[config.mk]
export PLATFORM = sky130hd
export DESIGN_NAME = fetch_stage
export DESIGN_NICKNAME = d
export VERILOG_FILES = /design/src/rtl/fetch_stage.sv
export SDC_FILE = /design/constraint.sdc
export NUM_CORES = 1
export LEC_CHECK = 0
export ABC_AREA = 0
export CAP_MARGIN = 20
export CELL_PAD_IN_SITES_DETAIL_PLACEMENT = 0
export CELL_PAD_IN_SITES_GLOBAL_PLACEMENT = 2
export CORE_MARGIN = 4
export CORE_UTILIZATION = 26
export CTS_CLUSTER_SIZE = 10
export DETAILED_ROUTE_END_ITERATION = 16
export PLACE_DENSITY_LB_ADDON = 0.1
export RECOVER_POWER = 50
export SYNTH_ARGS = -nofsm -noshare
export SYNTH_HDL_FRONTEND = slang
export SYNTH_SLANG_ARGS = --single-unit
[constraint.sdc]
create_clock -name clk -period 2.4 [get_ports clk]
set_input_delay 0.72 -clock clk [delete_from_list [all_inputs] [get_ports clk]]
set_output_delay 0.72 -clock clk [all_outputs]
set_load 0.05 [all_outputs]
[src/rtl/fetch_stage.sv]
// IF stage of the 5-stage RISC-V pipeline: program counter, instruction fetch, IF/ID register.
// Define FETCH_PERF_EN to add saturating stall/flush cycle counters (stall_cycles, flush_cycles).
module fetch_stage #(
  parameter logic [7:0]  RESET_PC  = 8'h00,
  parameter logic [31:0] NOP_INSTR = 32'h00000013
) (
  input  logic        clk,
  input  logic        reset,
  input  logic        stall,
  input  logic        redirect_valid,
  input  logic [7:0]  redirect_pc,
  output logic [7:0]  imem_addr,
  input  logic [31:0] imem_instr,
  output logic [31:0] if_id_instr,
  output logic [7:0]  if_id_pc,
  output logic        if_id_valid,
`ifdef FETCH_PERF_EN
  output logic [15:0] stall_cycles,
  output logic [15:0] flush_cycles,
`endif
  output logic        misalign_err
);

  typedef enum logic [1:0] {
    RUN   = 2'd0,
    HOLD  = 2'd1,
    FLUSH = 2'd2
  } mode_e;

  mode_e       mode;
  logic [7:0]  pc_q, pc_d;
  logic [31:0] instr_q, instr_d;
  logic [7:0]  id_pc_q, id_pc_d;
  logic        valid_q, valid_d;
  logic        err_q, err_d;

  // Mode is purely a function of this cycle's inputs; redirect overrides stall.
  always_comb begin
    mode = RUN;
    if (redirect_valid) begin
      mode = FLUSH;
    end else if (stall) begin
      mode = HOLD;
    end
  end

  always_comb begin
    pc_d    = pc_q;
    instr_d = instr_q;
    id_pc_d = id_pc_q;
    valid_d = valid_q;
    err_d   = err_q;
    case (mode)
      FLUSH: begin
        pc_d    = {redirect_pc[7:2], 2'b00};
        instr_d = NOP_INSTR;
        id_pc_d = pc_q;
        valid_d = 1'b0;
        err_d   = err_q | (redirect_pc[1:0] != 2'b00);
      end
      RUN: begin
        pc_d    = pc_q + 8'd4;
        instr_d = imem_instr;
        id_pc_d = pc_q;
        valid_d = 1'b1;
      end
      default: ;
    endcase
  end

  always_ff @(posedge clk or posedge reset) begin
    if (reset) begin
      pc_q    <= RESET_PC;
      instr_q <= NOP_INSTR;
      id_pc_q <= 8'h00;
      valid_q <= 1'b0;
      err_q   <= 1'b0;
    end else begin
      pc_q    <= pc_d;
      instr_q <= instr_d;
      id_pc_q <= id_pc_d;
      valid_q <= valid_d;
      err_q   <= err_d;
    end
  end

  assign imem_addr    = pc_q;
  assign if_id_instr  = instr_q;
  assign if_id_pc     = id_pc_q;
  assign if_id_valid  = valid_q;
  assign misalign_err = err_q;

`ifdef FETCH_PERF_EN
  logic [15:0] stall_cnt_q, stall_cnt_d;
  logic [15:0] flush_cnt_q, flush_cnt_d;

  // Counters stick at all-ones rather than wrapping.
  always_comb begin
    stall_cnt_d = stall_cnt_q;
    flush_cnt_d = flush_cnt_q;
    if (mode == HOLD && stall_cnt_q != 16'hFFFF) begin
      stall_cnt_d = stall_cnt_q + 16'd1;
    end
    if (mode == FLUSH && flush_cnt_q != 16'hFFFF) begin
      flush_cnt_d = flush_cnt_q + 16'd1;
    end
  end

  always_ff @(posedge clk or posedge reset) begin
    if (reset) begin
      stall_cnt_q <= 16'h0000;
      flush_cnt_q <= 16'h0000;
    end else begin
      stall_cnt_q <= stall_cnt_d;
      flush_cnt_q <= flush_cnt_d;
    end
  end

  assign stall_cycles = stall_cnt_q;
  assign flush_cycles = flush_cnt_q;
`endif

endmodule

# Word-level counts from Yosys, hierarchy flattened

Cells that the tools add are included.

Add/sub/neg operators: 1
Equal/unequal tests: 1
Mux-type cells: 5
Bitwise gates (word level): 1
Reductions and logical operators: 4

Operator list:

| kind                  | count |
|---|---|
| $pmux W32 S2          | 1 |
| $pmux W8 S2           | 1 |
| $add A8 B3 Y8 const B | 1 |
| $reduce_bool A2 Y1    | 2 |
| $eq A2 B2 Y1 const B  | 1 |
| $logic_not A2 Y1      | 1 |
| $mux W2               | 1 |
| $pmux W1 S2           | 1 |
| $reduce_or A2 Y1      | 1 |
| $mux W1               | 1 |
| $or A1 B1 Y1          | 1 |

Bits in registers: 50
Bits of input ports: 44
Output and inout port bits: 50
Logic and storage cells: 17

# Longest topological paths before layout

Gate-level depths: netlist of the first run.

Word-level depth: 4
Gate-level depth with buffers: 4
Gate-level depth less buffers: 4

# Least setup slack after synthesis of the first run

Ideal clock, no wire load.

Path type: input to register
Start: input stall
End: register pc_q[7], in the netlist imem_addr[7]
Setup time: 0.069 ns
Arrival time: 1.412 ns
Data required time: 2.331 ns
Setup slack: 0.919 ns
Stages on the path: 3
Buffers on the path: 0
Cell sequence: nand3b_1 > or4_1 > nand3_1

Word-level cells in the longest chain between the ends: 4
Elaborated cells on any way between the ends: 6
Those cells by class: eq/ne (1); mux (3); reduce/logical (2)

RTL lines:

| item                                                     | RTL line | RTL |
|---|---|---|
| start, declared                                          | 9        | `input logic stall,` |
| $mux W1 (*)                                              | 42       | `end else if (stall) begin` |
| $mux W2 (*)                                              | 40       | `if (redirect_valid) begin` |
| $eq A2 B2 Y1 / $logic_not A2 Y1 (equally long branches)  | 53       | `case (mode)` |
| $pmux W8 S2 / $reduce_bool A2 Y1 (equally long branches) | -        |  |
| end signal, assigned                                     | 79       | `pc_q <= pc_d;` |
| end, declared                                            | 31       | `logic [7:0] pc_q, pc_d;` |

Mark *: on every way between the ends. The rest lies on a longest branch, timed or not.
A chain may end at the register's enable or synchronous reset.

# Worst setup path after layout of the first run

Start: register pc_q[2], in the netlist imem_addr[2]
End: output imem_addr[2]

RTL lines:

| item          | RTL line | RTL |
|---|---|---|
| end, declared | 12       | `output logic [7:0] imem_addr,` |

No word-level cell between the ends.

==> run metrics, run 1 <==
Clock Pin Slew Worst Setup and Hold Paths=0.09 ns; CP max stage cell=clkdlybuf4s50_1; Finished Layout Cells=354; die span in y=94.6 um; Slowest Stage Delay on Critical Path=0.84 ns; Avg Cell Area, Syn=12.0 sq um; final slew viol count=0; hold_sp=misalign_err; H-tree levels=2; worst path cell trace=clkdlybuf4s50_1; share of cells above drive strength 1=9.41%; CTS resizes=0; CTS tree=done; final WL=4950 um; top cells by area, synth=dfrtp_1 (55%), mux2i_1 (15%), nor2_1 (5.6%), dfstp_2 (4.0%), mux2_2 (3.5%); post-synthesis xor/xnor area fraction=1.80%; post-synthesis compound-gate area fraction=3.40%; Hold Path End=misalign_err; routed len/inst=14.0 um; RD Place Congestion=0.685; ys async rst share=100%; CP Capture Type=primary output; GRT Util Overall=11.6%; Syn Inst Count=163; first-pass GRT wire length=7920 um; largest net degree at the start of global routing=24; placed insts=346; CP delay by family, top=buffers and inverters; Peak Freq=0.431 GHz; GR Overflow Total=0; reg2reg end=imem_addr[4]; number of synthesized flops with an enable pin=0; area grow syn2layout=53.6%; dpl hpwl=3520 um; DRT antenna net count=0; worst vdd ir=0.252 mV; FF-to-FF Start=imem_addr[2]; worst reg-to-reg setup slack=1.17 ns; initial antenna violation count=0; simple-gate portion of the synthesized area=11.2%; CTS Buffer Depth=2; most frequent cell after synthesis=dfrtp_1; post-CTS setup repair buffer count=0; Die Wd=94.6 um; nets=299; largest family of logic cells by synthesized area=multiplexers; Hold Fails Final Rpt=0; max_cap viols=0; FF+latch area=1150 sq um; port bufs=89; Post-Route Skew=0.00443 ns; Starting DRT DRC Count=42; CP Buf/Inv Count=1; RSZ-0062 raised after global routing=no; Die Area=8950 sq um; Hold WC Path Type=register to register; vias in the first global route=1525; register bit total from synthesis=46; initial core utilization=26.9%; Worst slew margin=22.4%; crit path max fanout=6; detail-routed via count per cell=4.14; total CTS buffers=5; worst hold path depth=1; Clock Latency Late Sink=0.29 ns; status=finished clean; Setup CP Type=register to primary output; routed vias=1466; Adder-Cell Fraction of Synth Area=0.641%; WHS=0.481 ns; multiplexer share of the synthesized area=18.9%; endpoints failing setup=0; WP data arrival=1.60 ns; Pwr Total=1930 uW; Multi-input gate area=714 sq um; YS warnings=0; Core Region=7250 sq um; PwrDens=643 nW/um^2; largest area contributor in the netlist=dfrtp_1; num ports=94; count of unique library cells instantiated by Yosys=23; Root Buffer Master=clkbuf_8; Final Critical Period=2.32 ns; Data required, critical path=1.68 ns; measured slew at the worst slew-check pin=1.16 ns; register area share after synthesis=59.2%; most common flop cell mapped by yosys=dfrtp_1; mapped cell area=1950 sq um; DRC violations left=0; drt pass-1 iters=4; ratio of final minimum period to clock period=96.7%; Yosys top cell area share=55.2%; row count=31; TNS Setup=0 ns; Startpoint Class=register; static leakage=0.00134 uW; path depth of the worst reg2reg path=4; top cells by count, synth=dfrtp_1 (43), mux2i_1 (30), nor2_1 (29), buf_4 (8), o21ai_0 (7); Hold Buf Count CTS=0; CTS Sinks=46; FILL cells=733; antenna diode count=0
[through the flow]
step	setup WS (ns)	utilization, %	instance area (sq um)
after floorplan	0.597	-	1960
after global placement	0.408	40.4	2930
after detailed placement	0.407	40.4	2930
after CTS	0.0537	41.7	3020
after global routing	0.00797	41.3	3000
final	0.0791	41.3	3000
[kinds of logic (layout without fill, tap and decap cells)]
family,after synthesis,count (layout)
muxes,36,36
and+or+nand+nor,48,48
xor gates and xnor gates,4,4
other,1,4
buffers and inverters,16,105
DFF,46,46
AOI/OAI and AO/OA,11,11
adders and majority gates,1,1
[flip-flops by register name, summed over array words and instances, names as in the netlist]
| signal | flops |
|---|---|
| if_id_instr | 32 |
| if_id_pc | 6 |
| imem_addr | 6 |
| if_id_valid | 1 |
| misalign_err | 1 |
[per-layer routing]
layer	wire, um	vias to the layer above	global-route usage [%]
met1	2200	687	14.8
met3	480	6	4.62
met5	0	-	0
li1	-	717	-
met4	57	0	3.97
met2	2210	56	17.9
[how the worst max path moves through the flow]
stage,start,end,cells past startpoint
2_1_floorplan,reset,if_id_instr[10],1
3_3_place_gp,imem_addr[2],imem_addr[2],1
3_5_place_dp,imem_addr[4],imem_addr[4],1
4_1_cts,imem_addr[2],imem_addr[2],1
5_1_grt,imem_addr[2],imem_addr[2],1
6_report,imem_addr[2],imem_addr[2],1
[report_power, final]
group	switching (uW)	internal, uW	total (uW)
clock network	258	233	491
logic	341	218	559
registers	40.9	835	876
total	640	1290	1930
[cell usage in the layout (no fill, tap or decap)]
cell type         n
a211o_1           3
a21oi_1           1
buf_2             1
buf_4             5
clkbuf_1          4
clkbuf_2          2
clkbuf_8          6
clkdlybuf4s50_1  82
clkinv_2          1
conb_1            4
dfrtp_1          43
dfstp_2           3
dlygate4sd3_1     2
ha_1              1
inv_1             2
mux2_2            6
mux2i_1          30
nand2_1           6
nand2b_1          2
nand3_1           2
nand3b_1          1
nand4b_1          2
nor2_1           29
nor2b_1           5
o21ai_0           7
or4_1             1
xnor2_1           1
xor2_1            3
[area by class of cell]
class,count,share of cell area (%)
multi-input combinational,104,23.8
clock buffer,7,2.88
clock inverter,1,0.167
sequential,46,38.5
timing repair buffer,95,30.2
inverter,2,0.251
tap,99,4.13
No activity file was read; power rests on OpenSTA's default activity.
==> run 2: changes to the inputs <==
CORE_UTILIZATION = 40   (was 26)
DONT_BUFFER_PORTS = 1   (was default)
==> run metrics, run 2 (synthesis gave the netlist of run 1 again) <==
status=finished clean (unchanged); worst vdd ir=0.349 mV (was 0.252 mV); CP Capture Type=primary output (unchanged); TNS Setup=0 ns (unchanged); Worst slew margin=26.2% (was 22.4%); post-CTS setup repair buffer count=0 (unchanged); Hold Fails Final Rpt=0 (unchanged); initial antenna violation count=0 (unchanged); placed insts=220 (was 346); Finished Core Util=43.5% (was 41.3%); ratio of final minimum period to clock period=77.7% (was 96.7%); max_cap viols=0 (unchanged); vias in the first global route=1244 (was 1525); initial core utilization=41.3% (was 26.9%); final WL=3810 um (was 4950 um); Post-Route Skew=0.00328 ns (was 0.00443 ns); endpoints failing setup=0 (unchanged); CTS Sinks=46 (unchanged); detail-routed via count per cell=5.06 (was 4.14); final slew viol count=0 (unchanged); share of cells above drive strength 1=8.70% (was 9.41%); Root Buffer Master=clkbuf_8 (unchanged); measured slew at the worst slew-check pin=1.11 ns (was 1.16 ns); PwrDens=823 nW/um^2 (was 643 nW/um^2); drt pass-1 iters=3 (was 4); area grow syn2layout=5.45% (was 53.6%); dpl hpwl=2640 um (was 3520 um); die span in y=77.8 um (was 94.6 um); H-tree levels=2 (unchanged); Setup CP Type=register to primary output (unchanged); GRT Util Overall=13.1% (was 11.6%); Die Area=6060 sq um (was 8950 sq um); DRT antenna net count=0 (unchanged); Finished Layout Cells=228 (was 354); Pwr Total=1690 uW (was 1930 uW); Startpoint Class=register (unchanged); static leakage=0.000989 uW (was 0.00134 uW); Starting DRT DRC Count=43 (was 42); Final Critical Period=1.86 ns (was 2.32 ns); crit path max fanout=2 (was 6); GR Overflow Total=0 (unchanged); CTS Buffer Depth=2 (unchanged); Clock Latency Late Sink=0.29 ns (about the same); Hold Buf Count CTS=0 (unchanged); routed len/inst=16.7 um (was 14.0 um); RD Place Congestion=0.654 (was 0.685); Data required, critical path=1.68 ns (about the same); WP data arrival=1.14 ns (was 1.60 ns); routed vias=1153 (was 1466); CTS tree=done (unchanged); commonest cells after routing, fill and taps aside=dfrtp_1 (43), mux2i_1 (30), nor2_1 (29) (was clkdlybuf4s50_1 (82), dfrtp_1 (43), mux2i_1 (30)); first-pass GRT wire length=6160 um (was 7920 um); most common cell after layout, fill and taps aside=dfrtp_1 (was clkdlybuf4s50_1); num ports=94 (unchanged); Peak Freq=0.536 GHz (was 0.431 GHz); final worst setup slack=0.535 ns (was 0.0791 ns); Hold WC Path Type=primary input to register (was register to register); port bufs=0 (was 89); worst slack, placed=0.844 ns (was 0.407 ns); DRC violations left=0 (unchanged); Clock Pin Slew Worst Setup and Hold Paths=0.08 ns (was 0.09 ns); Largest register FFs=32 (unchanged); CTS resizes=0 (unchanged); nets=205 (was 299); antenna diode count=0 (unchanged); Core Region=4720 sq um (was 7250 sq um); RSZ-0062 raised after global routing=no (unchanged); Die Wd=77.8 um (was 94.6 um); total CTS buffers=5 (unchanged); largest net degree at the start of global routing=49 (was 24); row count=25 (was 31)
-- run 2: layout make-up --
type                    instances  area (sq um)
clock inverters                 1          5.00
well taps                      67          83.8
fillers                       459          2670
multi-input cells             104           714
repair buffers                  1          5.00
flip-flops and latches         46          1150
clock buffers                   7          86.3
inverters                       2          7.51
-- run 2: routing by layer --
metal	track usage (%)	vias up	part of all wire [%]
li1	-	527	-
met1	14.4	568	38
met2	21.8	54	51
met3	6.38	4	10
met4	4.80	0	1.2
met5	0	-	0
-- run 2: report_power, final --
part	internal, uW	leakage (uW)	switching (uW)	total [uW]
Combinational	61.5	0.000360	62.5	124
Clock	232	0.0000482	238	470
Sequential	831	0.000580	267	1100
Total	1120	0.000989	567	1690
-- run 2: final timing paths --
path                                start               to  slack, ns  cells past startpoint
setup reg to reg             imem_addr[4]     imem_addr[7]       0.86                      3
hold / removal             redirect_valid  if_id_instr[16]       0.49                      1
min in group asynchronous           reset   if_id_instr[5]       0.67                      2
setup / recovery           if_id_instr[1]   if_id_instr[1]       0.54                      0
hold reg to reg               if_id_valid      if_id_valid       0.79                      2
max in group asynchronous           reset      if_id_pc[4]       1.06                      2
-- run 2: metrics by stage --
| stage | hold slack (ns) | cell area [sq um] |
|---|---|---|
| after CTS | 0.462 | 2060 |
| after floorplan | 0.721 | 1960 |
| after global placement | 0.728 | 1970 |
| after detailed placement | 0.738 | 1970 |
| final | 0.488 | 2060 |
| after global routing | 0.460 | 2060 |
==> run 3: changes to the inputs <==
CORE_UTILIZATION = 37   (was 40)
clock period = 1.83 ns   (was 2.4 ns; I/O delays follow)
==> run metrics, run 3 (synthesis gave the netlist of run 1 again) <==
Clock Latency Late Sink=0.29 ns (about the same); Final Critical Period=1.55 ns; initial core utilization=38.2% (was 41.3%); Die Area=6500 sq um (was 6060 sq um); largest net degree at the start of global routing=49 (unchanged); Root Buffer Master=clkbuf_8 (unchanged); antenna diode count=0 (unchanged); Startpoint Class=register (unchanged); Data required, critical path=1.28 ns (was 1.68 ns); commonest cells after routing, fill and taps aside=dfrtp_1 (43), mux2i_1 (30), nor2_1 (29) (unchanged); GR Overflow Total=0 (unchanged); final slew viol count=0 (unchanged); first-pass GRT wire length=6150 um (was 6160 um); GRT Util Overall=12.6% (was 13.1%); worst reg-to-reg setup slack=0.52 ns (was 0.86 ns); worst vdd ir=0.411 mV (was 0.349 mV); nets=210 (was 205); area grow syn2layout=7.76% (was 5.45%); Die Wd=80.6 um (was 77.8 um); TNS Setup=0 ns (unchanged); share of cells above drive strength 1=13.9% (was 8.70%); endpoints failing setup=0 (unchanged); post-CTS setup repair buffer count=0 (unchanged); Setup CP Type=register to primary output (unchanged); PwrDens=1070 nW/um^2 (was 823 nW/um^2); total CTS buffers=5 (unchanged); port bufs=0 (unchanged); ratio of final minimum period to clock period=84.6%; CTS resizes=0 (unchanged); die span in y=80.6 um (was 77.8 um); FF+latch area=1150 sq um (unchanged); Largest register FFs=32 (unchanged); status=finished clean (unchanged); FILL cells=517 (was 459); max_cap viols=0 (unchanged); Hold Buf Count CTS=0 (unchanged); Post-Route Skew=0.00512 ns (was 0.00328 ns); detail-routed via count per cell=4.96 (was 5.06); CTS tree=done (unchanged); routed vias=1171 (was 1153); Clock Pin Slew Worst Setup and Hold Paths=0.08 ns (about the same); measured slew at the worst slew-check pin=0.745 ns (was 1.11 ns); row count=26 (was 25); DRC violations left=0 (unchanged); Hold Fails Final Rpt=0 (unchanged); CTS Buffer Depth=2 (unchanged); final WL=3980 um (was 3810 um); Finished Core Util=41.2% (was 43.5%); drt pass-1 iters=4 (was 3); most common cell after layout, fill and taps aside=dfrtp_1 (unchanged); Peak Freq=0.646 GHz; Core Region=5110 sq um (was 4720 sq um); routed len/inst=16.9 um (was 16.7 um); RD Place Congestion=0.637 (was 0.654); dpl hpwl=2820 um (was 2640 um); Starting DRT DRC Count=72 (was 43); CP Capture Type=primary output (unchanged); Hold WC Path Type=primary input to asynchronous set/reset pin (was primary input to register); DRT antenna net count=0 (unchanged); Worst slew margin=50.3% (was 26.2%); initial antenna violation count=0 (unchanged); vias in the first global route=1236 (was 1244); H-tree levels=2 (unchanged); RSZ-0062 raised after global routing=no (unchanged); num ports=94 (unchanged); Multi-input gate area=714 sq um (unchanged); static leakage=0.00102 uW (was 0.000989 uW); WP data arrival=1.00 ns (was 1.14 ns); crit path max fanout=2 (unchanged); CTS Sinks=46 (unchanged)
## run 3: layout make-up
type,instances,area share [%]
clock buffers,6,3.93
clock inverters,2,0.595
inverters,2,0.357
multi-input cells,104,34.0
repair buffers,6,2.02
well taps,70,4.17
flip-flops and latches,46,54.9
## run 3: metal layers
metal / vias to the layer above / global-route usage, % / wire length [um]
li1: 535 / - / -
met1: 571 / 14.8 / 1590
met2: 60 / 20.4 / 1890
met3: 5 / 6.05 / 453
met4: 0 / 4.05 / 48
met5: - / 0 / 0
## run 3: path summary, 6_finish.rpt
kind,from,endpoint,depth (start not counted)
max in group asynchronous,reset,if_id_pc[7],2
hold reg to reg,imem_addr[6],if_id_pc[6],1
min in group clk,redirect_valid,if_id_valid,1
setup / recovery,if_id_instr[1],if_id_instr[1],0
hold / removal,reset,if_id_instr[11],1
setup reg to reg,imem_addr[7],imem_addr[7],2
## run 3: per-stage QoR
| step | hold WS (ns) | instances | worst slack, ns | instance area [sq um] | total power [uW] |
|---|---|---|---|---|---|
| floorplan | 0.669 | 166 | 0.198 | 1960 | 1630 |
| global placement | 0.463 | 228 | 0.508 | 2020 | 1650 |
| detailed placement | 0.467 | 228 | 0.493 | 2020 | 1660 |
| CTS | 0.137 | 236 | 0.264 | 2120 | 2310 |
| global route | 0.286 | 236 | 0.173 | 2100 | 2380 |
| finish | 0.267 | 236 | 0.282 | 2100 | 2260 |
## run 3: power by group
group          internal, uW  switching (uW)  total (uW)
registers              1090             290        1380
logic                  98.7             145         244
clock network           304             327         631
total                  1490             763        2260
